==> src/rtl/mips_pkg.sv <==
// -----------------------------------------------------------------------------
// mips_pkg
// Shared definitions for the MIPS pipeline data-memory path:
//   - memState_t      : MEM-stage access controller state encoding
//   - WORD_ALIGN_MASK : low address bits that must be zero for a word access
//   - DEFAULT_*_WIDTH : default data / address widths
// -----------------------------------------------------------------------------
package mips_pkg;

  localparam int DEFAULT_DATA_WIDTH = 32;
  localparam int DEFAULT_ADDR_WIDTH = 32;

  localparam logic [1:0] WORD_ALIGN_MASK = 2'b11;

  typedef enum logic [1:0] {
    IDLE   = 2'd0,
    ACCESS = 2'd1,
    HOLD   = 2'd2
  } memState_t;

endpackage

==> src/rtl/mem_access_stage.sv <==
// -----------------------------------------------------------------------------
// mem_access_stage
// MEM-stage data-memory access controller. Converts memRead/memWrite from the
// EX/MEM register into a request/acknowledge transaction on a multi-cycle bus,
// stalls the pipeline while the transaction is outstanding, and buffers read
// data for the MEM/WB register.
//
// Ports:
//   clk, reset       : pipeline clock, asynchronous active-low reset
//   memReadIn        : load control from EX/MEM
//   memWriteIn       : store control from EX/MEM (wins when both are high)
//   addrIn           : effective byte address from EX/MEM
//   writeDataIn      : store data from EX/MEM
//   dataMemoryOut    : registered read buffer, feeds MEM/WB
//   stallOut         : freeze the pipeline while high (combinational)
//   busErrorOut      : one-cycle pulse when the bus fails to acknowledge
//   alignErrorOut    : misaligned access presented in IDLE (combinational)
//   memReqOut        : bus request (registered)
//   memWeOut         : bus write enable (registered)
//   memAddrOut       : bus address (registered)
//   memWdataOut      : bus write data (registered)
//   memRdataIn       : bus read data, valid with memAckIn
//   memAckIn         : bus acknowledge, only looked at in ACCESS
// -----------------------------------------------------------------------------
module mem_access_stage
  import mips_pkg::*;
#(
  parameter int DATA_WIDTH     = DEFAULT_DATA_WIDTH,
  parameter int ADDR_WIDTH     = DEFAULT_ADDR_WIDTH,
  parameter int TIMEOUT_CYCLES = 255
) (
  input  logic                  clk,
  input  logic                  reset,
  input  logic                  memReadIn,
  input  logic                  memWriteIn,
  input  logic [ADDR_WIDTH-1:0] addrIn,
  input  logic [DATA_WIDTH-1:0] writeDataIn,
  output logic [DATA_WIDTH-1:0] dataMemoryOut,
  output logic                  stallOut,
  output logic                  busErrorOut,
  output logic                  alignErrorOut,
  output logic                  memReqOut,
  output logic                  memWeOut,
  output logic [ADDR_WIDTH-1:0] memAddrOut,
  output logic [DATA_WIDTH-1:0] memWdataOut,
  input  logic [DATA_WIDTH-1:0] memRdataIn,
  input  logic                  memAckIn
);

  localparam int CNT_W = $clog2(TIMEOUT_CYCLES + 1);
  localparam logic [CNT_W-1:0] CNT_LAST = CNT_W'(TIMEOUT_CYCLES - 1);

  memState_t        state;
  logic [CNT_W-1:0] waitCount;

  logic acc;
  logic mis;
  logic issue;
  logic loadOnly;

  assign acc      = memReadIn | memWriteIn;
  assign mis      = (addrIn[1:0] & WORD_ALIGN_MASK) != 2'b00;
  assign issue    = (state == IDLE) && acc && !mis;
  assign loadOnly = memReadIn && !memWriteIn;

  // Both flags are forced low while reset is held so the pipeline is never
  // frozen by whatever stale instruction sits in EX/MEM during reset.
  assign stallOut      = reset && (issue || (state == ACCESS));
  assign alignErrorOut = reset && (state == IDLE) && acc && mis;

  // NOTE: state registers use non-blocking assignments so every register
  // samples the pre-edge values; blocking here would create order-dependent
  // behaviour between this block and any other clocked block.
  // NOTE: reset is asynchronous, so memReqOut and the read buffer clear the
  // instant reset falls, without waiting for a clock edge.
  always_ff @(posedge clk or negedge reset) begin
    if (!reset) begin
      state         <= IDLE;
      waitCount     <= '0;
      dataMemoryOut <= '0;
      busErrorOut   <= 1'b0;
      memReqOut     <= 1'b0;
      memWeOut      <= 1'b0;
      memAddrOut    <= '0;
      memWdataOut   <= '0;
    end else begin
      busErrorOut <= 1'b0;
      case (state)
        IDLE: begin
          if (issue) begin
            memReqOut   <= 1'b1;
            memWeOut    <= memWriteIn;
            memAddrOut  <= addrIn;
            memWdataOut <= writeDataIn;
            waitCount   <= '0;
            state       <= ACCESS;
          end else if (acc && mis && loadOnly) begin
            // A misaligned load must not hand stale data to MEM/WB.
            dataMemoryOut <= '0;
          end
        end

        ACCESS: begin
          // The registered write enable remembers whether this is a load.
          if (memAckIn) begin
            memReqOut <= 1'b0;
            memWeOut  <= 1'b0;
            if (!memWeOut) dataMemoryOut <= memRdataIn;
            state <= HOLD;
          end else if (waitCount == CNT_LAST) begin
            memReqOut   <= 1'b0;
            memWeOut    <= 1'b0;
            busErrorOut <= 1'b1;
            if (!memWeOut) dataMemoryOut <= '0;
            state <= HOLD;
          end else begin
            waitCount <= waitCount + 1'b1;
          end
        end

        // One unstalled cycle lets MEM/WB capture the result; the inputs
        // still show the finished instruction, so nothing is re-issued.
        HOLD: state <= IDLE;

        default: state <= IDLE;
      endcase
    end
  end

endmodule
==> config.mk <==
export PLATFORM = sky130hd
export DESIGN_NAME = mem_access_stage
export DESIGN_NICKNAME = d
export VERILOG_FILES = /design/src/rtl/mips_pkg.sv /design/src/rtl/mem_access_stage.sv
export SDC_FILE = /design/constraint.sdc
export NUM_CORES = 1
export LEC_CHECK = 0
export BUFFER_PORTS_ARGS = -buffer_cell sky130_fd_sc_hd__buf_2
export CORE_MARGIN = 2
export CORE_UTILIZATION = 47
export CTS_CLUSTER_SIZE = 20
export DETAILED_ROUTE_END_ITERATION = 8
export MAX_ROUTING_LAYER = met4
export PLACE_DENSITY_LB_ADDON = 0.15
export SYNTH_ARGS = -nofsm -noshare
export SYNTH_HDL_FRONTEND = slang
export SYNTH_SLANG_ARGS = --single-unit
==> constraint.sdc <==
create_clock -name clk -period 3.1 [get_ports clk]
set_input_delay 0.93 -clock clk [delete_from_list [all_inputs] [get_ports clk]]
set_output_delay 0.93 -clock clk [all_outputs]
set_load 0.03 [all_outputs]
==> flow_metrics.env <==
export IMPL_status="complete, no violations"
export IMPL_required_ns=2.17
export IMPL_synthAdderAreaFrac_pct=0.5559
export IMPL_drive_above_1_share_pct=34.12
export IMPL_max_freq_mhz=337.1
export IMPL_slew_viol_final=0
export IMPL_fillers=827
export IMPL_dr_first_iter_drc_count=136
export IMPL_yosys_top_cells_count="nand2_1, dfrtp_1, inv_1, mux2i_1, buf_2"
export IMPL_via_count=3749
export IMPL_clk_latency_ns=0.35
export IMPL_finalWirelength_um=10470
export IMPL_drv_cap=0
export IMPL_synth_most_common_cell="nand2_1"
export IMPL_utilization_pct=63.07
export IMPL_grt_first_pass_wirelength_um=16490
export IMPL_portBuffers=201
export IMPL_gp_congestion=0.7915
export IMPL_drc=0
export IMPL_top_usage_layer="met2"
export IMPL_fp_coreArea_um2=9284
export IMPL_end_kind="output port"
export IMPL_synth_top_family_by_area="simple AND/OR/NAND/NOR gates"
export IMPL_finClkSkew_ns=0.01060
export IMPL_synth_edf_count=0
export IMPL_cts_made_buffers=9
export IMPL_hold_class="reg2reg"
export IMPL_clock_sink_count=109
export IMPL_syn_to_final_growth_pct=30.07
export IMPL_use_met2_pct=33.70
export IMPL_setup_viol=0
export IMPL_rows=35
export IMPL_synth_seq_cells=109
export IMPL_dpl_hpwl_um=7435
export IMPL_cp_max_fo=2
export IMPL_place_area_um2=5630
export IMPL_drt_vias_per_instance=4.651
export IMPL_synthXorXnorAreaFrac_pct=0.1946
export IMPL_ys_seq_area_share_pct=60.59
export IMPL_grt_total_usage_pct=20.57
export IMPL_wl_per_cell_um=13.00
export IMPL_synth_area_per_cell_um2=9.458
export IMPL_min_delay_start="memWdataOut[2]"
export IMPL_io_pins=202
export IMPL_clock_root_buffer="clkbuf_8"
export IMPL_p_per_area_nw_per_um2=773.5
export IMPL_cp_arrival_ns=2.04
export IMPL_setup_worst_path_start="addrIn[1]"
export IMPL_hold_violations=0
export IMPL_ir_worst_vdd_mv=0.4050
export IMPL_antenna_found_initial=0
export IMPL_ys_flop_type="dfrtp_1"
export IMPL_yosys_area_share_simple_pct=22.07
export IMPL_fin_crit_sh_pct=95.69
export IMPL_die_w_um=101.9
export IMPL_final_nets=775
export IMPL_first_global_vias=3604
export IMPL_synthCells=476
export IMPL_syn_num_nets=579
export IMPL_overflow=0
export IMPL_synth_compound_area_share_pct=3.780
export IMPL_multi_input_area_um2=1539
export IMPL_htree_levels=3
export IMPL_met1_usage_pct=25.78
export IMPL_path_clk_slew_ns=0.11
export IMPL_slew_headroom_pct=46.18
export IMPL_synth_async_reset_ratio_pct=100.0
export IMPL_yosysWarningCount=0
export IMPL_post_route_min_period_ns=2.966
export IMPL_netlist_top_cells_area="dfrtp_1, nand2_1, mux2i_1"
export IMPL_path_class="in2out"
export IMPL_grt_util_met3_pct=3.830
export IMPL_fin_cells=806
export IMPL_synthDistinctLibCells=36
export IMPL_critPathLaunchType="input pin"
export IMPL_antenna_left=0
export IMPL_start_util_pct=48.49
export IMPL_p_total_mw=4.530
export IMPL_die_h_um=101.9
export IMPL_worst_slew_pin_slew_ns=0.8073
export IMPL_yosysTopAreaCellShare_pct=60.59
export IMPL_r2r_start="state[1]"
export IMPL_cts_path_max_buffers=2
export IMPL_cts_tree="done"
export IMPL_ff_latch_area_um2=2728
export IMPL_whs_ns=0.4782
export IMPL_grt_max_degree=70
export IMPL_synthMuxAreaShare_pct=7.115
export IMPL_p_leak_nw=3.278
export IMPL_dieArea_um2=10380
export IMPL_grt_setup_unrepaired="no"
export IMPL_design_area_um2=5856
export IMPL_diodes=0
export IMPL_syn_cell_area_um2=4502
export IMPL_firstDrtPassIters=4
export IMPL_placed_cells=790
export IMPL_synth_largest_area_cell="dfrtp_1"
-- cell usage in the layout (no fill, tap or decap), types with 3 or more instances in the layout --
cell	Yosys	routed
nor2_1	4	4
o21ai_1	3	3
clkbuf_8	0	9
mux2i_1	32	32
and2_1	3	3
buf_4	1	9
inv_1	33	33
nand3_1	6	6
buf_2	13	199
a31oi_1	4	4
dfrtp_1	109	109
nand2_1	228	228
o21ai_0	3	3
a21oi_1	3	3
-- routing by layer --
layer	share of wire [%]	vias to the layer above	wire, µm
met3	6.8	17	714
met1	44	1732	4621
li1	-	1864	-
met2	47	136	4951
met5	0	-	0
met4	1.8	0	186
-- worst paths after layout --
check	endpoint	slack, ns	depth (start not counted)
worst max-delay path	stallOut	0.13	5
worst min-delay path	memWdataOut[2]	0.48	2
worst max register to register	waitCount[6]	1.14	4
worst min register to register	memWdataOut[2]	0.48	2
max in group asynchronous	memWdataOut[0]	1.78	2
min in group asynchronous	dataMemoryOut[17]	0.68	2
-- per-stage QoR --
step | TNS, ns | worst slack, ns
2_1_floorplan | 0 | 0.04185
3_3_place_gp | -0.01776 | -0.01776
3_5_place_dp | -0.04544 | -0.04544
4_1_cts | 0 | 0.1517
5_1_grt | 0 | 0.09400
6_report | 0 | 0.1337
-- logic make-up (layout without fill, tap and decap cells) --
group,after synthesis,count (layout)
fa+ha+maj,2,2
simple gates,252,252
buf+inv,57,258
compound gates,23,23
xor+xnor,1,1
flops,109,109
mux,32,32
-- timing repair --
item / in CTS / in global routing
buffers inserted: 0 / 0
setup endpoints to repair: 1 / 0
gates resized for setup: 2 / 0
hold buffers: 0 / 0
-- registers in the layout (all words and copies together) (netlist names) --
signal and count:
dataMemoryOut 32, memAddrOut 32, memWdataOut 32, waitCount 8, state 2, busErrorOut 1, memReqOut 1, memWeOut 1
-- critical path: stages --
cell      delay (ns)
buf_2           0.10
or2_1           0.25
or4_4           0.45
a21boi_4        0.13
buf_4           0.17
-- report_power, final --
part	switching, mW	internal (mW)	total, mW
Combinational	1.15	0.477	1.63
Sequential	0.199	1.76	1.96
Clock	0.482	0.460	0.942
Total	1.83	2.70	4.53
-- area by class of cell --
class                           instances  share of cell area (%)
Inverter                               33                   2.115
Clock buffer                            9                   2.115
Multi-Input combinational cell        310                   26.28
Timing Repair Buffer                  209                   18.50
Clock inverter                          7                   1.645
Sequential cell                       109                   46.58
Tap cell                              129                   2.756
(Power assumes the default switching activity.)
